$ cat config.mk
export PLATFORM = sky130hd
export DESIGN_NAME = bus_unit_flat
export DESIGN_NICKNAME = d
export VERILOG_FILES = /design/src/rtl/bus_unit_pkg.sv /design/src/rtl/bus_unit_if.sv /design/src/rtl/bus_unit_sync2.sv /design/src/rtl/bus_unit.sv /design/src/flat_wrapper.sv
export SDC_FILE = /design/constraint.sdc
export NUM_CORES = 1
export LEC_CHECK = 0
export ABC_CLOCK_PERIOD_IN_PS = 4000
export CORE_UTILIZATION = 25
export DETAILED_ROUTE_END_ITERATION = 8
export PLACE_DENSITY = 0.59
export SLEW_MARGIN = 20
export SYNTH_ARGS = -nofsm -noshare
export SYNTH_HDL_FRONTEND = slang
export SYNTH_SLANG_ARGS = --single-unit
$ cat constraint.sdc
create_clock -name clk -period 4 [get_ports clk]
set_input_delay 0.8 -clock clk [delete_from_list [all_inputs] [get_ports clk]]
set_output_delay 0.8 -clock clk [all_outputs]
set_load 0.02 [all_outputs]
$ cat src/rtl/bus_unit_pkg.sv
// Shared definitions for the Unibus-style bus master: state codes,
// timing defaults and byte-lane helpers.
package bus_unit_pkg;

    // Default timing: setup cycles before MSYN, and SSYN wait limit.
    localparam int DESKEW_DEF  = 2;
    localparam int TIMEOUT_DEF = 16;

    // Handshake FSM state encoding.
    typedef logic [2:0] state_t;
    localparam state_t S_IDLE    = 3'd0;
    localparam state_t S_SETUP   = 3'd1;
    localparam state_t S_WAIT    = 3'd2;
    localparam state_t S_RELEASE = 3'd3;
    localparam state_t S_FAULT   = 3'd4;

    // Byte lanes within a 16-bit bus word.
    localparam int LANE_W  = 8;
    localparam int LANE_LO = 0;
    localparam int LANE_HI = 8;

    // Select the addressed byte of a bus word (hi = addr[0]).
    function automatic logic [LANE_W-1:0] byte_lane(input logic [15:0] d, input logic hi);
        return hi ? d[LANE_HI +: LANE_W] : d[LANE_LO +: LANE_W];
    endfunction

    // Replicate a byte onto both lanes so the slave can pick either.
    function automatic logic [15:0] dup_byte(input logic [LANE_W-1:0] b);
        return {b, b};
    endfunction

endpackage

$ cat src/rtl/bus_unit_if.sv
// Unibus-style slave bus: address/data/control from the master,
// SSYN and read data back from the slave.
interface bus_unit_if;
    logic [15:0] bus_addr;
    logic [15:0] bus_wdata;
    logic        bus_write;
    logic        bus_byte;
    logic        bus_msyn;
    logic        bus_ssyn;
    logic [15:0] bus_rdata;

    modport master (
        output bus_addr, bus_wdata, bus_write, bus_byte, bus_msyn,
        input  bus_ssyn, bus_rdata
    );

    modport slave (
        input  bus_addr, bus_wdata, bus_write, bus_byte, bus_msyn,
        output bus_ssyn, bus_rdata
    );
endinterface

$ cat src/rtl/bus_unit_sync2.sv
// Two-flop synchroniser for asynchronous slave handshake inputs.
module sync2 #(
    parameter int W = 1
) (
    input  logic         clk,
    input  logic         rst_n,
    input  logic [W-1:0] d,
    output logic [W-1:0] q
);
    logic [W-1:0] meta;

    // Two back-to-back flops; only q is safe to use downstream.
    always_ff @(posedge clk or negedge rst_n) begin
        if (!rst_n) begin
            meta <= '0;
            q    <= '0;
        end else begin
            meta <= d;
            q    <= meta;
        end
    end
endmodule

$ cat src/rtl/bus_unit.sv
// Bus master: turns single-cycle datapath memory requests into a fully
// interlocked MSYN/SSYN cycle, flagging odd word addresses and slave
// timeouts as bus errors. Every output is a flop.
module bus_unit
    import bus_unit_pkg::*;
#(
    parameter int DESKEW  = DESKEW_DEF,
    parameter int TIMEOUT = TIMEOUT_DEF
) (
    input  logic        clk,
    input  logic        reset,
    input  logic        req,
    input  logic        we,
    input  logic        byte_acc,
    input  logic [15:0] addr,
    input  logic [15:0] wdata,
    output logic [15:0] rdata,
    output logic        done,
    output logic        err,
    output logic        busy,
    bus_unit_if.master  bus
);
    localparam logic [7:0] SETUP_LAST = 8'(DESKEW - 1);
    localparam logic [7:0] TMO_LAST   = 8'(TIMEOUT - 1);

    state_t      state_q, state_n;
    logic [7:0]  timer_q, timer_d;
    logic        ssyn_s;

    logic [15:0] baddr_q, baddr_d;
    logic [15:0] bwdata_q, bwdata_d;
    logic        bwrite_q, bwrite_d;
    logic        bbyte_q, bbyte_d;
    logic        msyn_q, msyn_d;
    logic [15:0] rdata_d;
    logic        done_d, err_d, busy_d;

    wire odd_word = !byte_acc && addr[0];
    wire setup_end = (timer_q == SETUP_LAST);
    wire tmo_end   = (timer_q == TMO_LAST);

    sync2 #(.W(1)) u_ssyn_sync (
        .clk   (clk),
        .rst_n (reset),
        .d     (bus.bus_ssyn),
        .q     (ssyn_s)
    );

    // State register.
    always_ff @(posedge clk or negedge reset) begin
        if (!reset) state_q <= S_IDLE;
        else        state_q <= state_n;
    end

    // Next-state: handshake progression, fault and timeout exits.
    always_comb begin
        state_n = state_q;
        case (state_q)
            S_IDLE:    if (req) state_n = odd_word ? S_FAULT : S_SETUP;
            S_SETUP:   if (setup_end) state_n = S_WAIT;
            S_WAIT:    if (ssyn_s) state_n = S_RELEASE;
                       else if (tmo_end) state_n = S_IDLE;
            S_RELEASE: if (!ssyn_s || tmo_end) state_n = S_IDLE;
            S_FAULT:   state_n = S_IDLE;
            default:   state_n = S_IDLE;
        endcase
    end

    // Output next-values: bus drive, read capture, completion pulses, timer.
    always_comb begin
        baddr_d  = baddr_q;
        bwdata_d = bwdata_q;
        bwrite_d = bwrite_q;
        bbyte_d  = bbyte_q;
        msyn_d   = msyn_q;
        rdata_d  = rdata;
        timer_d  = timer_q;
        done_d   = 1'b0;
        err_d    = 1'b0;
        case (state_q)
            S_IDLE: begin
                timer_d = '0;
                if (req && !odd_word) begin
                    baddr_d  = addr;
                    bwrite_d = we;
                    bbyte_d  = byte_acc;
                    if (we) bwdata_d = byte_acc ? dup_byte(wdata[7:0]) : wdata;
                end
            end
            S_SETUP: begin
                if (setup_end) begin
                    msyn_d  = 1'b1;
                    timer_d = '0;
                end else begin
                    timer_d = timer_q + 8'd1;
                end
            end
            S_WAIT: begin
                if (ssyn_s) begin
                    if (!bwrite_q)
                        rdata_d = bbyte_q ? {8'h00, byte_lane(bus.bus_rdata, baddr_q[0])}
                                          : bus.bus_rdata;
                    msyn_d  = 1'b0;
                    timer_d = '0;
                end else if (tmo_end) begin
                    msyn_d = 1'b0;
                    err_d  = 1'b1;
                end else begin
                    timer_d = timer_q + 8'd1;
                end
            end
            S_RELEASE: begin
                if (!ssyn_s)      done_d = 1'b1;
                else if (tmo_end) err_d  = 1'b1;
                else              timer_d = timer_q + 8'd1;
            end
            S_FAULT: err_d = 1'b1;
            default: ;
        endcase
        // Bus lines idle at zero whenever the FSM heads back to IDLE.
        if (state_q != S_IDLE && state_n == S_IDLE) begin
            baddr_d  = '0;
            bwdata_d = '0;
            bwrite_d = 1'b0;
            bbyte_d  = 1'b0;
            msyn_d   = 1'b0;
        end
        busy_d = (state_n != S_IDLE);
    end

    // Output and timer registers; reset drops MSYN immediately.
    always_ff @(posedge clk or negedge reset) begin
        if (!reset) begin
            baddr_q  <= '0;
            bwdata_q <= '0;
            bwrite_q <= 1'b0;
            bbyte_q  <= 1'b0;
            msyn_q   <= 1'b0;
            rdata    <= '0;
            timer_q  <= '0;
            done     <= 1'b0;
            err      <= 1'b0;
            busy     <= 1'b0;
        end else begin
            baddr_q  <= baddr_d;
            bwdata_q <= bwdata_d;
            bwrite_q <= bwrite_d;
            bbyte_q  <= bbyte_d;
            msyn_q   <= msyn_d;
            rdata    <= rdata_d;
            timer_q  <= timer_d;
            done     <= done_d;
            err      <= err_d;
            busy     <= busy_d;
        end
    end

    assign bus.bus_addr  = baddr_q;
    assign bus.bus_wdata = bwdata_q;
    assign bus.bus_write = bwrite_q;
    assign bus.bus_byte  = bbyte_q;
    assign bus.bus_msyn  = msyn_q;

endmodule
$ cat src/flat_wrapper.sv
// flat-port wrapper written by rule: the top's interface ports become plain ports
module bus_unit_flat import bus_unit_pkg::*;
#(
    parameter int DESKEW  = DESKEW_DEF,
    parameter int TIMEOUT = TIMEOUT_DEF
)
  (clk, reset, req, we, byte_acc, addr, wdata, rdata, done, err, busy, bus_bus_addr, bus_bus_wdata, bus_bus_write, bus_bus_byte, bus_bus_msyn, bus_bus_ssyn, bus_bus_rdata);
  bus_unit_if bus_i ();
  input  logic clk;
  input  logic reset;
  input  logic req;
  input  logic we;
  input  logic byte_acc;
  input  logic [15:0] addr;
  input  logic [15:0] wdata;
  output logic [15:0] rdata;
  output logic done;
  output logic err;
  output logic busy;
  output wire logic [$bits(bus_i.bus_addr)-1:0] bus_bus_addr;
  output wire logic [$bits(bus_i.bus_wdata)-1:0] bus_bus_wdata;
  output wire logic [$bits(bus_i.bus_write)-1:0] bus_bus_write;
  output wire logic [$bits(bus_i.bus_byte)-1:0] bus_bus_byte;
  output wire logic [$bits(bus_i.bus_msyn)-1:0] bus_bus_msyn;
  input wire logic [$bits(bus_i.bus_ssyn)-1:0] bus_bus_ssyn;
  input wire logic [$bits(bus_i.bus_rdata)-1:0] bus_bus_rdata;
  assign bus_bus_addr = bus_i.bus_addr;
  assign bus_bus_wdata = bus_i.bus_wdata;
  assign bus_bus_write = bus_i.bus_write;
  assign bus_bus_byte = bus_i.bus_byte;
  assign bus_bus_msyn = bus_i.bus_msyn;
  assign bus_i.bus_ssyn = bus_bus_ssyn;
  assign bus_i.bus_rdata = bus_bus_rdata;
  bus_unit #(.DESKEW(DESKEW), .TIMEOUT(TIMEOUT)) u_core (.clk(clk), .reset(reset), .req(req), .we(we), .byte_acc(byte_acc), .addr(addr), .wdata(wdata), .rdata(rdata), .done(done), .err(err), .busy(busy), .bus(bus_i));
endmodule
== Word-level counts from Yosys, hierarchy flattened ==
Index checks and enable logic that the tools add are counted.
Word-level totals
  latch bits: 0
  input bits: 54
  flip-flop bits (word level): 67
  memory bits (read-only): 0
  RAM bits: 0
  memories kept: 0
  logic and storage cells: 84
  output and inout bits: 54
Operators by class
  reduce and logical (&&, ||, !) cells: 21
  div/mod/pow operators: 0
  muxes and demuxes: 39
  $add $sub $neg: 1
  magnitude comparators: 0
  $mul: 0
  shift-type cells: 0
  equal/unequal tests: 9
  bitwise gates (word level): 1
Operators with widths (count)
  $mux 16: 9
  $mux 8: 5
  $pmux 8 s4: 1
  $mux 3: 6
  $mux 1: 15
  $pmux 3 s4: 1
  $reduce_and 3->1: 3
  $reduce_bool 3->1: 3
  $add 8x1->8 const B: 1
  $eq 8x1->1 const B: 1
  $eq 8x4->1 const B: 1
  $eq 3x2->1 const B: 2
  $logic_not 3->1: 2
  $reduce_bool 2->1: 3
  $ne 4x2->1 const B: 1
  $reduce_and 2->1: 2
  $reduce_bool 4->1: 1
  $eq 3x1->1 const B: 1
  $eq 3x3->1 const B: 1
  $logic_and 1x1->1: 3
  $logic_not 1->1: 3
  $ne 3x1->1 const B: 1
  $pmux 1 s3: 1
  $ne 2x2->1 const B: 1
  other kinds (3): 3

== Logic depth before layout (Yosys ltp) ==
  depth in word-level cells: 9
  depth in mapped cells: 6
  mapped depth without buffers: 6

== Modules after synthesis ==
From an unflattened synthesis, not the netlist that was laid out.
Unflattened totals
  cells, all modules: 319
  area total of the unflattened synthesis: 3134.3 sq um
Modules (own cells, without submodules)
  bus_unit: seq. area each 1626.6 sq um, area each 3084.2 sq um, instances 1, cells an instance 317
  sync2: seq. area each 50.0 sq um, area each 50.0 sq um, instances 1, cells an instance 2

== Worst setup path before layout ==
Ideal clock, no wire load.
  kind: input port to flip-flop
  start: input port req
  end: register u_core.bwdata_q[10], in the netlist u_core.bus.bus_wdata[10]
  required time: 3.862 ns
  data arrival time: 1.653 ns
  path buffers: 1
  cell stages on the path: 5
  setup slack: 2.210 ns
  path through: nor4b_4 > nand3_1 > clkbuf_1 > nand2_1 > o22ai_1
On the way
  cells in the longest elaborated chain, start to end: 6
Ends and longest elaborated chain
  start, declared: RTL line flat_wrapper.sv:11  | input logic req;
  $mux 3: RTL line bus_unit.sv:59  | S_IDLE: if (req) state_n = odd_word ? S_FAULT : S_SETUP;
  $pmux 3 s4: RTL line bus_unit.sv:58  | case (state_q)
  $logic_not 3->1: RTL line bus_unit.sv:121  | if (state_q != S_IDLE && state_n == S_IDLE) begin
  $logic_and 1x1->1: RTL line bus_unit.sv:121
  $reduce_bool 2->1 (no source line)
  $reduce_and 3->1 (no source line)
  end signal, assigned: RTL line bus_unit.sv:146  | bwdata_q <= bwdata_d;
  end, declared: RTL line bus_unit.sv:31  | logic [15:0] bwdata_q, bwdata_d;
Parallel ways exist; a longest one is shown, timed or not.
A chain may end at the register's enable or synchronous reset.

== Worst setup path in the final report ==
  start: input port req
  end: register u_core.bwdata_q[7], in the netlist u_core.bus.bus_wdata[7]
Same word-level chain as after synthesis.

==> impl_summary.md <==
Logic synthesis
The async set or reset register ratio after synthesis is 100%. Among all flip-flop cells after synthesis, the most frequent one is dfrtp_1. When the netlist entered floorplanning its net count stood at 374. The register bit count reported by yosys is 67. A synthesized cell averages 9.80 um^2. Summing every instance area after synthesis gives 3120 um^2. By area the synthesized netlist is led by dfrtp_1 (54%), nand2_1 (11%), mux2i_1 (5.1%).

The count of synthesis-stage warnings from yosys is 0. The post-synthesis cell type count is 48. The largest area contributor in the synthesized netlist is dfrtp_1. Of the synthesized area, sequential elements account for 53.8%. The count of flip-flops with a built-in enable after synthesis is 0.

After technology mapping, the gate count stands at 318. The share of Yosys cell area claimed by the top area cell type is 53.8%.

Critical path
The category of the worst setup path launch point is an input port. The delay contributed by the slowest stage of the critical path is 690 ps. Along the worst path, the maximum fanout reaches 25.

The cell family contributing the most delay on the critical path is simple AND/OR/NAND/NOR gates. The startpoint identified for the worst register-to-register timing path is u_core.timer_q[5]. The type of the worst setup path is in2reg. Counting buffers and inverters, the worst setup path is 5 cells deep. The cell with the biggest individual delay on the critical path is nand3_1. The number of buffers and inverters on the critical path is 1.

In this run the worst setup path terminates at u_core.bus.bus_wdata[7]. The capture point of the worst reg-to-reg path is u_core.bus.bus_addr[0]. The most critical setup path has its startpoint at req.

Walking the worst path, the cells encountered are clkdlybuf4s50_1, nor4b_4, nand3_1, nand2_1, o21ai_0. The worst setup path is captured at a flop. The depth of the most critical reg-to-reg path is 5. The arrival time reported for the critical path endpoint is 2770 ps. At the worst endpoint, the required time is 4170 ps. The setup check on the worst reg-to-reg path leaves a slack of 1650 ps.

Timing
Setup repair after global routing left no endpoint under its margin. The clock period could shrink to 2600 ps. Static timing analysis puts the maximum clock frequency at 0.384 GHz. The share of the clock period used by the worst path is 65.1%. The number of slew-limit violations in the final report is 0.

The worst setup skew after layout is 6.40 ps. The actual transition at the worst max-transition pin is 904 ps. Hold is met by 353 ps. The setup-violating endpoint count in the final report is 0.

The count of final hold-check violations was 0. After routing, the total negative slack on setup checks comes to 0 ps. The worst slew slack as a fraction of its limit is 39.3%.

Finish
The net count reported at finish is 480. The total inserted antenna cells is 0. The relative area change from synthesis to final layout is 48.3%. The fraction of final layout cells sized beyond drive strength 1 is 7.26%.

Min path
The worst min-delay path startpoint is u_core.u_ssyn_sync.meta. The worst hold path class is reg2reg.

GRT
For this run the aggregate overflow at the end of global routing stands at 0. The first-pass GRT wire length is 13.6 mm. The total routing resource utilization after global routing is 13.6%. Entering global routing, the biggest net connects 40 pins.

The number of global-route vias before repair is 2658. The number of antenna violations at the first check in global routing is 0.

Placed design
The congestion estimate from routability-driven global placement came to 0.811. The number of I/O port buffers is 107. The post-detailed-placement half-perimeter wirelength is 6.08 mm.

CTS
The maximum level of the CTS H-tree is 3. The tree is rooted in a clkbuf_16. The clock latency on the worst-skew pair is 330 ps. The total setup buffers inserted after CTS is 0. The longest clock path from root to sink contains 2 buffers.

The quantity of hold-fixing buffers added after cts is 0. After clock tree synthesis, the clock-pin slew on the worst setup and hold paths is 50 ps. The CTS tree is yes. The number of sinks on the clock net is 67. The number of clock buffers added by TritonCTS is 9. After clock tree synthesis, the repair step resized 0 gates.

Floorplan
The cell row count is 40. The die boundary width is 114 um. The floorplan die area is 12900 um^2. The number of placed I/O pins is 108. The region available for standard cell placement spans 12100 um^2. From bottom edge to top edge, the die measures 114 um. The initial cell density of the core is 25.8%.

Job
The max-cap violation count is 0.

Power
Power spread over the standard cell area amounts to 715 nW/um^2. The worst-case IR drop observed on VDD is 0.271 mV. In this run the static leakage power is 0.00200 uW.

Route
The average detailed-routed wire length per instance is 14.2 um. After detailed routing, the number of remaining DRC violations is 0. The final layout contains routed wiring with a total length of 8.44 mm. The per-cell via count in the routed design is 4.53. The pre-antenna-repair detailed-routing pass consisted of 4 iterations. The overall via count from detail_route is 2696.

The number of DRC markers in iteration 0 is 116. The final antenna-violating net count is 0.

Run status
The flow ran to the end, and the final reports show no timing, DRC or antenna violations.
==> layer usage <==
| metal | wire length [um] | part of all wire [%] | track usage, % |
|---|---|---|---|
| met1 | 4070 | 48 | 17.7 |
| met2 | 3760 | 45 | 21.1 |
| met3 | 490 | 5.8 | 4.09 |
| met4 | 125 | 1.5 | 5.18 |
| met5 | 0 | 0 | 0 |
==> Yosys cell counts, types with 2 or more instances <==
library cell / instances
nand3_1: 6
or3_1: 3
nand2b_1: 4
clkbuf_1: 9
xnor2_1: 2
o211ai_1: 3
a31o_2: 2
a31oi_1: 3
o21ai_0: 20
ha_1: 2
nor2_1: 6
o22ai_1: 8
nand3b_1: 9
mux2i_1: 16
inv_1: 3
buf_2: 4
a21o_1: 3
nor3_1: 5
dfrtp_1: 67
a21oi_1: 18
buf_6: 2
a32o_1: 2
nor3b_1: 2
nand2_1: 90
and3_1: 4
a32oi_1: 3
==> per-stage QoR <==
stage / power (uW) / cells / setup slack (ps) / cell area, um^2 / utilization, %
final: 3300 / 595 / 1400 / 4620 / 38.3
after global routing: 3500 / 595 / 1140 / 4620 / 38.3
after CTS: 3340 / 595 / 1400 / 4620 / 38.3
after detailed placement: 2560 / 581 / 1030 / 4340 / 36.0
after global placement: 2540 / 581 / 1150 / 4340 / 36.0
after floorplan: 1890 / 318 / 2210 / 3120 / -
==> layout by cell type (no fill, tap or decap), types with 5 or more instances in the layout <==
cell / netlist / layout
clkdlybuf4s50_1: 0 / 106
nand2_1: 90 / 90
dfrtp_1: 67 / 67
o21ai_0: 20 / 20
a21oi_1: 18 / 18
mux2i_1: 16 / 16
nand3b_1: 9 / 9
clkbuf_16: 0 / 9
o22ai_1: 8 / 8
nor2_1: 6 / 6
nand3_1: 6 / 6
nor3_1: 5 / 5
==> kinds of logic (layout without fill, tap and decap cells) <==
family | count (synthesis) | count (layout) | share of synthesized area (%)
fa+ha+maj | 2 | 2 | 0.803
flops | 67 | 67 | 53.8
buf+inv | 20 | 129 | 3.17
mux | 16 | 16 | 5.14
simple gates | 140 | 140 | 21.7
xor+xnor | 2 | 2 | 0.562
compound gates | 71 | 71 | 14.8
==> state kept, by name (all words and copies together) (netlist names) <==
name / flops
u_core.rdata: 16
u_core.bus.bus_wdata: 16
u_core.timer_q: 8
u_core.u_ssyn_sync.q: 1
u_core.u_ssyn_sync.meta: 1
u_core.bus.bus_write: 1
u_core.state_q: 3
u_core.bus.bus_addr: 16
u_core.busy: 1
u_core.done: 1
u_core.bus.bus_msyn: 1
u_core.bus.bus_byte: 1
u_core.err: 1
==> area by class of cell <==
class / instances / area [um^2]
Fill cell: 1214 / 7440
Inverter: 4 / 15.0
Clock inverter: 3 / 40.0
Clock buffer: 11 / 243
Multi-Input combinational cell: 231 / 1340
Timing Repair Buffer: 111 / 1100
Sequential cell: 67 / 1680
Tap cell: 168 / 210
==> how the worst min path moves through the flow <==
stage                                       to  cells after the start  slack [ps]
final                     u_core.u_ssyn_sync.q                      0         350
after global routing      u_core.u_ssyn_sync.q                      0         370
after CTS                 u_core.u_ssyn_sync.q                      0         350
after detailed placement  u_core.u_ssyn_sync.q                      0         340
after global placement    u_core.u_ssyn_sync.q                      0         340
after floorplan           u_core.u_ssyn_sync.q                      0         330
==> where the power goes <==
group | switching [uW] | total (uW) | internal (uW)
clock network | 274 | 764 | 490
logic | 762 | 1410 | 652
registers | 201 | 1130 | 925
(Power assumes the default switching activity.)
